**src/rtl/cache_port_arbiter_pkg.sv**
```systemverilog
// Shared types and width defaults for the cache port arbiter and its helpers.
package cache_arb_pkg;

    localparam int ADDR_W_DEF = 12;
    localparam int DATA_W_DEF = 32;

    // Arbiter transaction phases.
    typedef enum logic [1:0] {
        IDLE    = 2'd0,
        SERVE_I = 2'd1,
        SERVE_D = 2'd2,
        DONE    = 2'd3
    } arb_state_t;

    // Requester identity used for grants and round-robin history.
    typedef enum logic {
        INSTR = 1'b0,
        DATA  = 1'b1
    } grant_t;

endpackage

```
**src/rtl/cache_port_arbiter_if.sv**
```systemverilog
// Bundle of requester-side and cache-side signals around the arbiter.
// slave: the arbiter's view; master: the environment (requesters + cache).
interface cache_port_arbiter_if
    import cache_arb_pkg::*;
#(
    parameter int ADDR_W = ADDR_W_DEF,
    parameter int DATA_W = DATA_W_DEF
);
    // Instruction fetch requester
    logic              i_req;
    logic [ADDR_W-1:0] i_addr;
    logic [DATA_W-1:0] i_rdata;
    logic              i_valid;
    logic              i_stall;
    // Data load/store requester
    logic              d_rd;
    logic              d_wr;
    logic [ADDR_W-1:0] d_addr;
    logic [DATA_W-1:0] d_wdata;
    logic [DATA_W-1:0] d_rdata;
    logic              d_valid;
    logic              d_stall;
    // Cache port
    logic              c_rd;
    logic              c_wr;
    logic [ADDR_W-1:0] c_addr;
    logic [DATA_W-1:0] c_data;
    logic              c_stall;
    logic [DATA_W-1:0] c_dataout;

    modport slave (
        input  i_req, i_addr, d_rd, d_wr, d_addr, d_wdata, c_stall, c_dataout,
        output i_rdata, i_valid, i_stall, d_rdata, d_valid, d_stall,
               c_rd, c_wr, c_addr, c_data
    );

    modport master (
        output i_req, i_addr, d_rd, d_wr, d_addr, d_wdata, c_stall, c_dataout,
        input  i_rdata, i_valid, i_stall, d_rdata, d_valid, d_stall,
               c_rd, c_wr, c_addr, c_data
    );

endinterface

```
**src/rtl/cache_port_arbiter_rr_pick2.sv**
```systemverilog
// Two-way round-robin selector: a lone requester wins outright; on conflict
// the requester that was not granted last time wins.
module rr_pick2
    import cache_arb_pkg::*;
(
    input  logic [1:0] req,         // bit 0: instruction, bit 1: data
    input  grant_t     last_grant,
    output grant_t     grant,
    output logic       grant_valid
);

    // Choose the winner from the pending set and the previous grant.
    always_comb begin
        grant       = INSTR;
        grant_valid = 1'b0;
        case (req)
            2'b01: begin
                grant       = INSTR;
                grant_valid = 1'b1;
            end
            2'b10: begin
                grant       = DATA;
                grant_valid = 1'b1;
            end
            2'b11: begin
                if (last_grant == INSTR) begin
                    grant = DATA;
                end else begin
                    grant = INSTR;
                end
                grant_valid = 1'b1;
            end
            default: begin
                grant       = INSTR;
                grant_valid = 1'b0;
            end
        endcase
    end

endmodule

```
**src/rtl/cache_port_arbiter.sv**
```systemverilog
// Shares the single cache port between instruction fetch and data load/store.
// One request is latched at a time; the cache is driven only from holding
// registers so requester inputs may move freely while a transaction is open.
module cache_port_arbiter
    import cache_arb_pkg::*;
#(
    parameter int ADDR_W = ADDR_W_DEF,
    parameter int DATA_W = DATA_W_DEF
) (
    input  logic                 clk,
    input  logic                 rst,
    cache_port_arbiter_if.slave  bus
);

    localparam logic [1:0] S_IDLE    = IDLE;
    localparam logic [1:0] S_SERVE_I = SERVE_I;
    localparam logic [1:0] S_SERVE_D = SERVE_D;
    localparam logic [1:0] S_DONE    = DONE;

    logic [1:0]        state_r;
    grant_t            last_grant_r;
    logic [ADDR_W-1:0] hold_addr_r;
    logic [DATA_W-1:0] hold_wdata_r;
    logic              hold_wr_r;
    logic              c_rd_r;
    logic              c_wr_r;
    logic [DATA_W-1:0] i_rdata_r;
    logic [DATA_W-1:0] d_rdata_r;
    logic              i_valid_r;
    logic              d_valid_r;

    logic              d_req_s;
    logic [1:0]        req_s;
    grant_t            pick_grant_s;
    logic              pick_valid_s;

    assign d_req_s = bus.d_rd | bus.d_wr;
    assign req_s   = {d_req_s, bus.i_req};

    rr_pick2 u_pick (
        .req         (req_s),
        .last_grant  (last_grant_r),
        .grant       (pick_grant_s),
        .grant_valid (pick_valid_s)
    );

    // Transaction FSM with holding, strobe and response registers.
    always_ff @(posedge clk) begin
        if (rst) begin
            state_r      <= S_IDLE;
            last_grant_r <= INSTR;
            hold_addr_r  <= {ADDR_W{1'b0}};
            hold_wdata_r <= {DATA_W{1'b0}};
            hold_wr_r    <= 1'b0;
            c_rd_r       <= 1'b0;
            c_wr_r       <= 1'b0;
            i_rdata_r    <= {DATA_W{1'b0}};
            d_rdata_r    <= {DATA_W{1'b0}};
            i_valid_r    <= 1'b0;
            d_valid_r    <= 1'b0;
        end else begin
            case (state_r)
                S_IDLE: begin
                    i_valid_r <= 1'b0;
                    d_valid_r <= 1'b0;
                    if (pick_valid_s) begin
                        last_grant_r <= pick_grant_s;
                        if (pick_grant_s == DATA) begin
                            // A combined rd+wr request is served as a write.
                            hold_addr_r  <= bus.d_addr;
                            hold_wdata_r <= bus.d_wdata;
                            hold_wr_r    <= bus.d_wr;
                            c_wr_r       <= bus.d_wr;
                            c_rd_r       <= ~bus.d_wr;
                            state_r      <= S_SERVE_D;
                        end else begin
                            hold_addr_r  <= bus.i_addr;
                            hold_wdata_r <= {DATA_W{1'b0}};
                            hold_wr_r    <= 1'b0;
                            c_wr_r       <= 1'b0;
                            c_rd_r       <= 1'b1;
                            state_r      <= S_SERVE_I;
                        end
                    end
                end
                S_SERVE_I: begin
                    if (!bus.c_stall) begin
                        i_rdata_r <= bus.c_dataout;
                        c_rd_r    <= 1'b0;
                        c_wr_r    <= 1'b0;
                        i_valid_r <= 1'b1;
                        state_r   <= S_DONE;
                    end
                end
                S_SERVE_D: begin
                    if (!bus.c_stall) begin
                        if (!hold_wr_r) begin
                            d_rdata_r <= bus.c_dataout;
                        end
                        c_rd_r    <= 1'b0;
                        c_wr_r    <= 1'b0;
                        d_valid_r <= 1'b1;
                        state_r   <= S_DONE;
                    end
                end
                S_DONE: begin
                    i_valid_r <= 1'b0;
                    d_valid_r <= 1'b0;
                    state_r   <= S_IDLE;
                end
                default: begin
                    c_rd_r    <= 1'b0;
                    c_wr_r    <= 1'b0;
                    i_valid_r <= 1'b0;
                    d_valid_r <= 1'b0;
                    state_r   <= S_IDLE;
                end
            endcase
        end
    end

    assign bus.c_rd    = c_rd_r;
    assign bus.c_wr    = c_wr_r;
    assign bus.c_addr  = hold_addr_r;
    assign bus.c_data  = hold_wdata_r;
    assign bus.i_rdata = i_rdata_r;
    assign bus.d_rdata = d_rdata_r;
    assign bus.i_valid = i_valid_r;
    assign bus.d_valid = d_valid_r;
    assign bus.i_stall = bus.i_req & ~i_valid_r;
    assign bus.d_stall = d_req_s & ~d_valid_r;

endmodule
```
**src/flat_wrapper.sv**
```systemverilog
// flat-port wrapper written by rule: the top's interface ports become plain ports
module cache_port_arbiter_flat import cache_arb_pkg::*;
#(
    parameter int ADDR_W = ADDR_W_DEF,
    parameter int DATA_W = DATA_W_DEF
)
  (clk, rst, bus_i_req, bus_i_addr, bus_d_rd, bus_d_wr, bus_d_addr, bus_d_wdata, bus_c_stall, bus_c_dataout, bus_i_rdata, bus_i_valid, bus_i_stall, bus_d_rdata, bus_d_valid, bus_d_stall, bus_c_rd, bus_c_wr, bus_c_addr, bus_c_data);
  cache_port_arbiter_if #(.ADDR_W(ADDR_W), .DATA_W(DATA_W)) bus_i ();
  input  logic clk;
  input  logic rst;
  input wire logic [$bits(bus_i.i_req)-1:0] bus_i_req;
  input wire logic [$bits(bus_i.i_addr)-1:0] bus_i_addr;
  input wire logic [$bits(bus_i.d_rd)-1:0] bus_d_rd;
  input wire logic [$bits(bus_i.d_wr)-1:0] bus_d_wr;
  input wire logic [$bits(bus_i.d_addr)-1:0] bus_d_addr;
  input wire logic [$bits(bus_i.d_wdata)-1:0] bus_d_wdata;
  input wire logic [$bits(bus_i.c_stall)-1:0] bus_c_stall;
  input wire logic [$bits(bus_i.c_dataout)-1:0] bus_c_dataout;
  output wire logic [$bits(bus_i.i_rdata)-1:0] bus_i_rdata;
  output wire logic [$bits(bus_i.i_valid)-1:0] bus_i_valid;
  output wire logic [$bits(bus_i.i_stall)-1:0] bus_i_stall;
  output wire logic [$bits(bus_i.d_rdata)-1:0] bus_d_rdata;
  output wire logic [$bits(bus_i.d_valid)-1:0] bus_d_valid;
  output wire logic [$bits(bus_i.d_stall)-1:0] bus_d_stall;
  output wire logic [$bits(bus_i.c_rd)-1:0] bus_c_rd;
  output wire logic [$bits(bus_i.c_wr)-1:0] bus_c_wr;
  output wire logic [$bits(bus_i.c_addr)-1:0] bus_c_addr;
  output wire logic [$bits(bus_i.c_data)-1:0] bus_c_data;
  assign bus_i.i_req = bus_i_req;
  assign bus_i.i_addr = bus_i_addr;
  assign bus_i.d_rd = bus_d_rd;
  assign bus_i.d_wr = bus_d_wr;
  assign bus_i.d_addr = bus_d_addr;
  assign bus_i.d_wdata = bus_d_wdata;
  assign bus_i.c_stall = bus_c_stall;
  assign bus_i.c_dataout = bus_c_dataout;
  assign bus_i_rdata = bus_i.i_rdata;
  assign bus_i_valid = bus_i.i_valid;
  assign bus_i_stall = bus_i.i_stall;
  assign bus_d_rdata = bus_i.d_rdata;
  assign bus_d_valid = bus_i.d_valid;
  assign bus_d_stall = bus_i.d_stall;
  assign bus_c_rd = bus_i.c_rd;
  assign bus_c_wr = bus_i.c_wr;
  assign bus_c_addr = bus_i.c_addr;
  assign bus_c_data = bus_i.c_data;
  cache_port_arbiter #(.ADDR_W(ADDR_W), .DATA_W(DATA_W)) u_core (.clk(clk), .rst(rst), .bus(bus_i));
endmodule
```
**config.mk**
```make
export PLATFORM = sky130hd
export DESIGN_NAME = cache_port_arbiter_flat
export DESIGN_NICKNAME = d
export VERILOG_FILES = /design/src/rtl/cache_port_arbiter_pkg.sv /design/src/rtl/cache_port_arbiter_if.sv /design/src/rtl/cache_port_arbiter_rr_pick2.sv /design/src/rtl/cache_port_arbiter.sv /design/src/flat_wrapper.sv
export SDC_FILE = /design/constraint.sdc
export NUM_CORES = 1
export LEC_CHECK = 0
export ABC_AREA = 1
export BUFFER_PORTS_ARGS = -buffer_cell sky130_fd_sc_hd__clkbuf_2
export CAP_MARGIN = 20
export CELL_PAD_IN_SITES_DETAIL_PLACEMENT = 1
export CELL_PAD_IN_SITES_GLOBAL_PLACEMENT = 2
export CORE_UTILIZATION = 26
export CTS_CLUSTER_SIZE = 30
export DETAILED_ROUTE_END_ITERATION = 6
export GPL_TIMING_DRIVEN = 0
export PLACE_DENSITY_LB_ADDON = 0.1
export SLEW_MARGIN = 30
export SYNTH_ARGS = -nofsm -noshare
export SYNTH_HDL_FRONTEND = slang
export SYNTH_SLANG_ARGS = --single-unit
export TNS_END_PERCENT = 10
```
**constraint.sdc**
```tcl
create_clock -name clk -period 2.8 [get_ports clk]
set_input_delay 0.84 -clock clk [delete_from_list [all_inputs] [get_ports clk]]
set_output_delay 0.84 -clock clk [all_outputs]
set_load 0.005 [all_outputs]
```
=== Word level (Yosys, flattened, before mapping) ===
Index checks and enable logic that the tools add are counted.

* Flip-flop bits (word level): 116
* Bits of input ports: 94

* Eq/ne operators: 10
* Mux-type cells: 19
* Bitwise gates (word level): 8
* Reductions and logical operators: 14

{| class="wikitable"
|+ Operator list
! operator !! count
|-
| $mux W32 || 1
|-
| $mux W12 || 1
|-
| $pmux W1 S2 || 5
|-
| $reduce_and A2 Y1 || 5
|-
| $eq A2 B2 Y1 const B || 4
|-
| $mux W1 || 8
|-
| $mux W2 || 3
|-
| $ne A2 B2 Y1 const B || 3
|-
| $pmux W2 S3 || 1
|-
| $reduce_and A3 Y1 || 2
|-
| $reduce_bool A2 Y1 || 3
|-
| $not A1 Y1 || 5
|-
| $eq A2 B1 Y1 const B || 2
|-
| $reduce_or A2 Y1 || 2
|-
| $reduce_or A3 Y1 || 1
|-
| $and A1 B1 Y1 || 2
|-
| $logic_not A2 Y1 || 1
|-
| $ne A2 B1 Y1 const B || 1
|-
| $or A1 B1 Y1 || 1
|}

=== Longest topological paths before layout ===
* Word-level depth: 6
* Gate-level depth with buffers: 8
* Mapped depth without buffers: 7

=== Hierarchy ===
From an unflattened synthesis, not the netlist that was laid out.

* Cells, all modules: 570
* Area total of the unflattened synthesis: 4,305.4 um2

{| class="wikitable"
|+ By module, submodules not included
! module !! instances !! cells an instance !! area an instance (um2)
|-
| cache_port_arbiter || 1 || 567 || 4,290.4
|-
| rr_pick2 || 1 || 3 || 15.0
|}

=== Worst setup path after synthesis ===
OpenSTA, ideal clock, no wires.

* Kind: input-to-output
* Start point: input bus_d_wr
* End point: output bus_d_stall
* Data arrival time: 1.070 ns
* Setup slack: 0.890 ns
* Stages: 2
* Buffers on the path: 0
* Cell sequence: nor2_2 -> nor2_1

* Longest elaborated chain between the ends: 2

{| class="wikitable"
|+ Ends and longest elaborated chain
! element !! RTL line !! text
|-
| from (decl) || flat_wrapper.sv:14 || <nowiki>input wire logic [$bits(bus_i.d_wr)-1:0] bus_d_wr;</nowiki>
|-
| $or A1 B1 Y1 || cache_port_arbiter.sv:37 || <nowiki>assign d_req_s = bus.d_rd | bus.d_wr;</nowiki>
|-
| $and A1 B1 Y1 || cache_port_arbiter.sv:131 || <nowiki>assign bus.d_stall = d_req_s & ~d_valid_r;</nowiki>
|-
| to (decl) || flat_wrapper.sv:24 || <nowiki>output wire logic [$bits(bus_i.d_stall)-1:0] bus_d_stall;</nowiki>
|}

No other way between the ends.

=== Final worst setup path ===
Same ends and word-level chain as after synthesis.

==> impl_metrics.csv <==
group,metric,value,unit
global_route,first_global_vias,4744,
power,switching_share,0.323,
worst_setup_path,path_class,"input pin to output port",
logic_synthesis,seq_area_frac_synth,0.528,
worst_setup_path,r2r-end,"u_core.bus.c_addr[5]$_SDFFE_PP0P_",
placement,port_buffers,206,
sta,drv_slew,0,
logic_synthesis,syn_area_per_cell,7.43,um^2
floorplanning,core-area,16500,um^2
drt,routed_wl,15100,um
power,ir_drop,0.461,mV
drt,drtAntennaViolNets,0,
sta,finalClockSkew,0.00688,ns
final_layout,area_growth,43.8,%
sta,fin_crit_sh,0.790,
worst_setup_path,reg2reg_depth,8,
min_path,min_from,"u_core.bus.c_data[22]$_SDFFE_PP0P_",
job,cap_violations,0,
final_layout,final_cell_mix,"clkbuf_2 (206), nor2_1 (175), dfxtp_1 (116)",
global_route,grt_pass1_wl,24200,um
cts,cts_tree,"done",
floorplanning,dieWidth,132,um
worst_setup_path,path_cells,"clkbuf_2, nor2_2, nor2_1, clkbuf_2",
worst_setup_path,r2r_setup_slack,1.08,ns
cts,clk_pin_slew_worst_paths,0.05,ns
cts,clockRootBuffer,"clkbuf_16",
sta,fmax,452,MHz
final_layout,regArea,2320,um^2
sta,rsz0062_at_grt,"false",
cts,postCtsSetupBuffers,0,
worst_setup_path,rr_startpoint,"u_core.state_r[0]$_SDFFE_PP0P_",
power,clkPwrFrac,0.361,
logic_synthesis,yosysWarnings,0,
status,status,"complete, no violations",
worst_setup_path,slowest_stage,"nor2_2",
sta,final.setup.tns,0,ns
sta,period_minus_slack,2.21,ns
floorplanning,start_util,0.266,
floorplanning,ioPinCount,208,
final_layout,final_common_cell,"clkbuf_2",
min_path,min_to,"u_core.bus.c_data[22]$_SDFFE_PP0P_",
drt,dr.pass1.iters,4,
cts,cts.htree.levels,4,
drt,avgViaCountPerCell,4.36,
power,cellPowerDensity,1000,nW/um^2
cts,holdBufCountCts,0,
drt,vias,4579,
global_route,grtUsageTotal,0.179,
worst_setup_path,arrival,1.37,ns
worst_setup_path,max_stage_delay,0.22,ns
final_layout,nets,916,
global_route,antenna_found_initial,0,
cts,clockBufferDepth,2,
worst_setup_path,critPathLaunchType,"input pin",
placement,place.detailed.hpwl,11500,um
floorplanning,row_count,47,
final_layout,final_util,0.383,
final_layout,fill_cells,2104,
sta,slew_headroom,0.636,
floorplanning,die_area,17400,um^2
drt,drc_errors,0,
sta,fin_hold_ws,0.463,ns
final_layout,fin_cells,1050,
logic_synthesis,synth_cells,592,
cts,cts_buffers,17,
global_route,grt_max_degree,17,
power,seqPwrFrac,0.359,
worst_setup_path,worstPathRequired,1.96,ns
power,p_comb_frac,0.280,
worst_setup_path,path_common_cell,"clkbuf_2",
min_path,hp-class,"flop to flop",
cts,clock_latency,0.42,ns
global_route,overflow,0,
logic_synthesis,syn_nets,691,
sta,setup_viol,0,
final_layout,antenna_cells,0,
sta,worst_slack,0.588,ns
sta,worst_pin_slew,0.546,ns
min_path,min_path_cells,2,
logic_synthesis,synth_seq_cells,116,
cts,post_cts_resized,0,
drt,first_iter_violations,107,
logic_synthesis,synth_area,4400,um^2
power,p_switching,2040,uW
placement,dp.cells,1018,
placement,place_ws,0.563,ns
placement,gp_congestion,0.755,
power,p_leak,0.00314,uW
drt,wl_per_cell,14.4,um
power,intPower,4290,uW
worst_setup_path,crit_path_max_fanout,5,
sta,hold_viol_final,0,
floorplanning,die_y,132,um
worst_setup_path,crit_path_end_kind,"output port",
final_layout,final_layout_size_suffix_gt1_frac,0.316,
cts,cts.sinks,116,
final_layout,multi_input_area,1800,um^2
logic_synthesis,synth_cell_types,21,
==> how the worst max path moves through the flow <==
stage                   from                                  end  slack (ns)
CTS                 bus_d_wr                          bus_d_stall        0.58
floorplan           bus_d_wr                          bus_d_stall        0.89
finish              bus_d_wr                          bus_d_stall        0.59
global route        bus_d_wr                          bus_d_stall        0.53
detailed placement       rst  u_core.bus.i_rdata[19]$_SDFFE_PP0P_        0.56
global placement    bus_d_wr                          bus_d_stall        0.58
==> cell usage after synthesis <==
| master | number | area, um^2 |
|---|---|---|
| nor2_1 | 175 | 657 |
| dfxtp_1 | 116 | 2320 |
| nand2_1 | 105 | 394 |
| o21ai_0 | 78 | 390 |
| a21oi_1 | 38 | 190 |
| inv_1 | 26 | 97.6 |
| clkbuf_1 | 17 | 63.8 |
| buf_2 | 12 | 60.1 |
| ha_1 | 5 | 62.6 |
| nand3_1 | 4 | 20.0 |
| buf_6 | 3 | 33.8 |
| buf_4 | 2 | 15.0 |
| inv_2 | 2 | 7.51 |
| nor2_2 | 2 | 12.5 |
| a21oi_4 | 1 | 16.3 |
| nand2_2 | 1 | 6.26 |
| nand2_4 | 1 | 11.3 |
| nand4_1 | 1 | 6.26 |
| nor2_8 | 1 | 20.0 |
| nor3_1 | 1 | 5.00 |
| o21ai_2 | 1 | 8.76 |
==> per-layer routing <==
layer,part of all wire,global-route usage,up-vias
met4,0.0098,0.0562,0
met2,0.48,0.309,114
met3,0.055,0.0588,13
met1,0.45,0.209,2133
met5,0,0,-
li1,-,-,2319
==> registers in the layout, indices dropped and copies added, names as in the netlist <==
| name | count |
|---|---|
| u_core.bus.i_rdata | 32 |
| u_core.bus.c_rd | 1 |
| u_core.bus.c_addr | 12 |
| u_core.bus.i_valid | 1 |
| u_core.bus.c_wr | 1 |
| u_core.bus.d_rdata | 32 |
| u_core.bus.d_valid | 1 |
| u_core.bus.c_data | 32 |
| u_core.hold_wr_r | 1 |
| u_core.last_grant_r | 1 |
| u_core.state_r | 2 |
==> cells by family after synthesis <==
group | synth area share
and+or+nand+nor | 0.257
buffers and inverters | 0.0631
AOI/OAI and AO/OA | 0.138
adders and majority gates | 0.0142
DFF | 0.528
==> stage by stage <==
stage          power (uW)  area [um^2]
4_1_cts              6430         6330
6_report             6330         6330
2_1_floorplan        3280         4400
3_5_place_dp         4110         5710
3_3_place_gp         4040         5710
5_1_grt              6760         6330
==> power groups by stage <==
stage	Sequential [uW]	Combinational, uW	Clock (uW)
finish	2270	1770	2280
floorplan	2310	972	0
global placement	2290	1750	0
global route	2320	2020	2420
detailed placement	2300	1810	0
CTS	2280	1820	2340
==> layout make-up <==
cell class	count	area share
multi-input cells	414	0.284
clock buffers	24	0.0793
inverters	28	0.0166
clock inverters	8	0.0192
plain buffers	34	0.0273
well taps	220	0.0435
flip-flops and latches	116	0.367
repair buffers	206	0.163
==> critical path: cells and delay by family <==
family	cells	cell delay, ns
simple gates	2	0.28
buf+inv	2	0.25
Power figures use the tool's default switching activity.
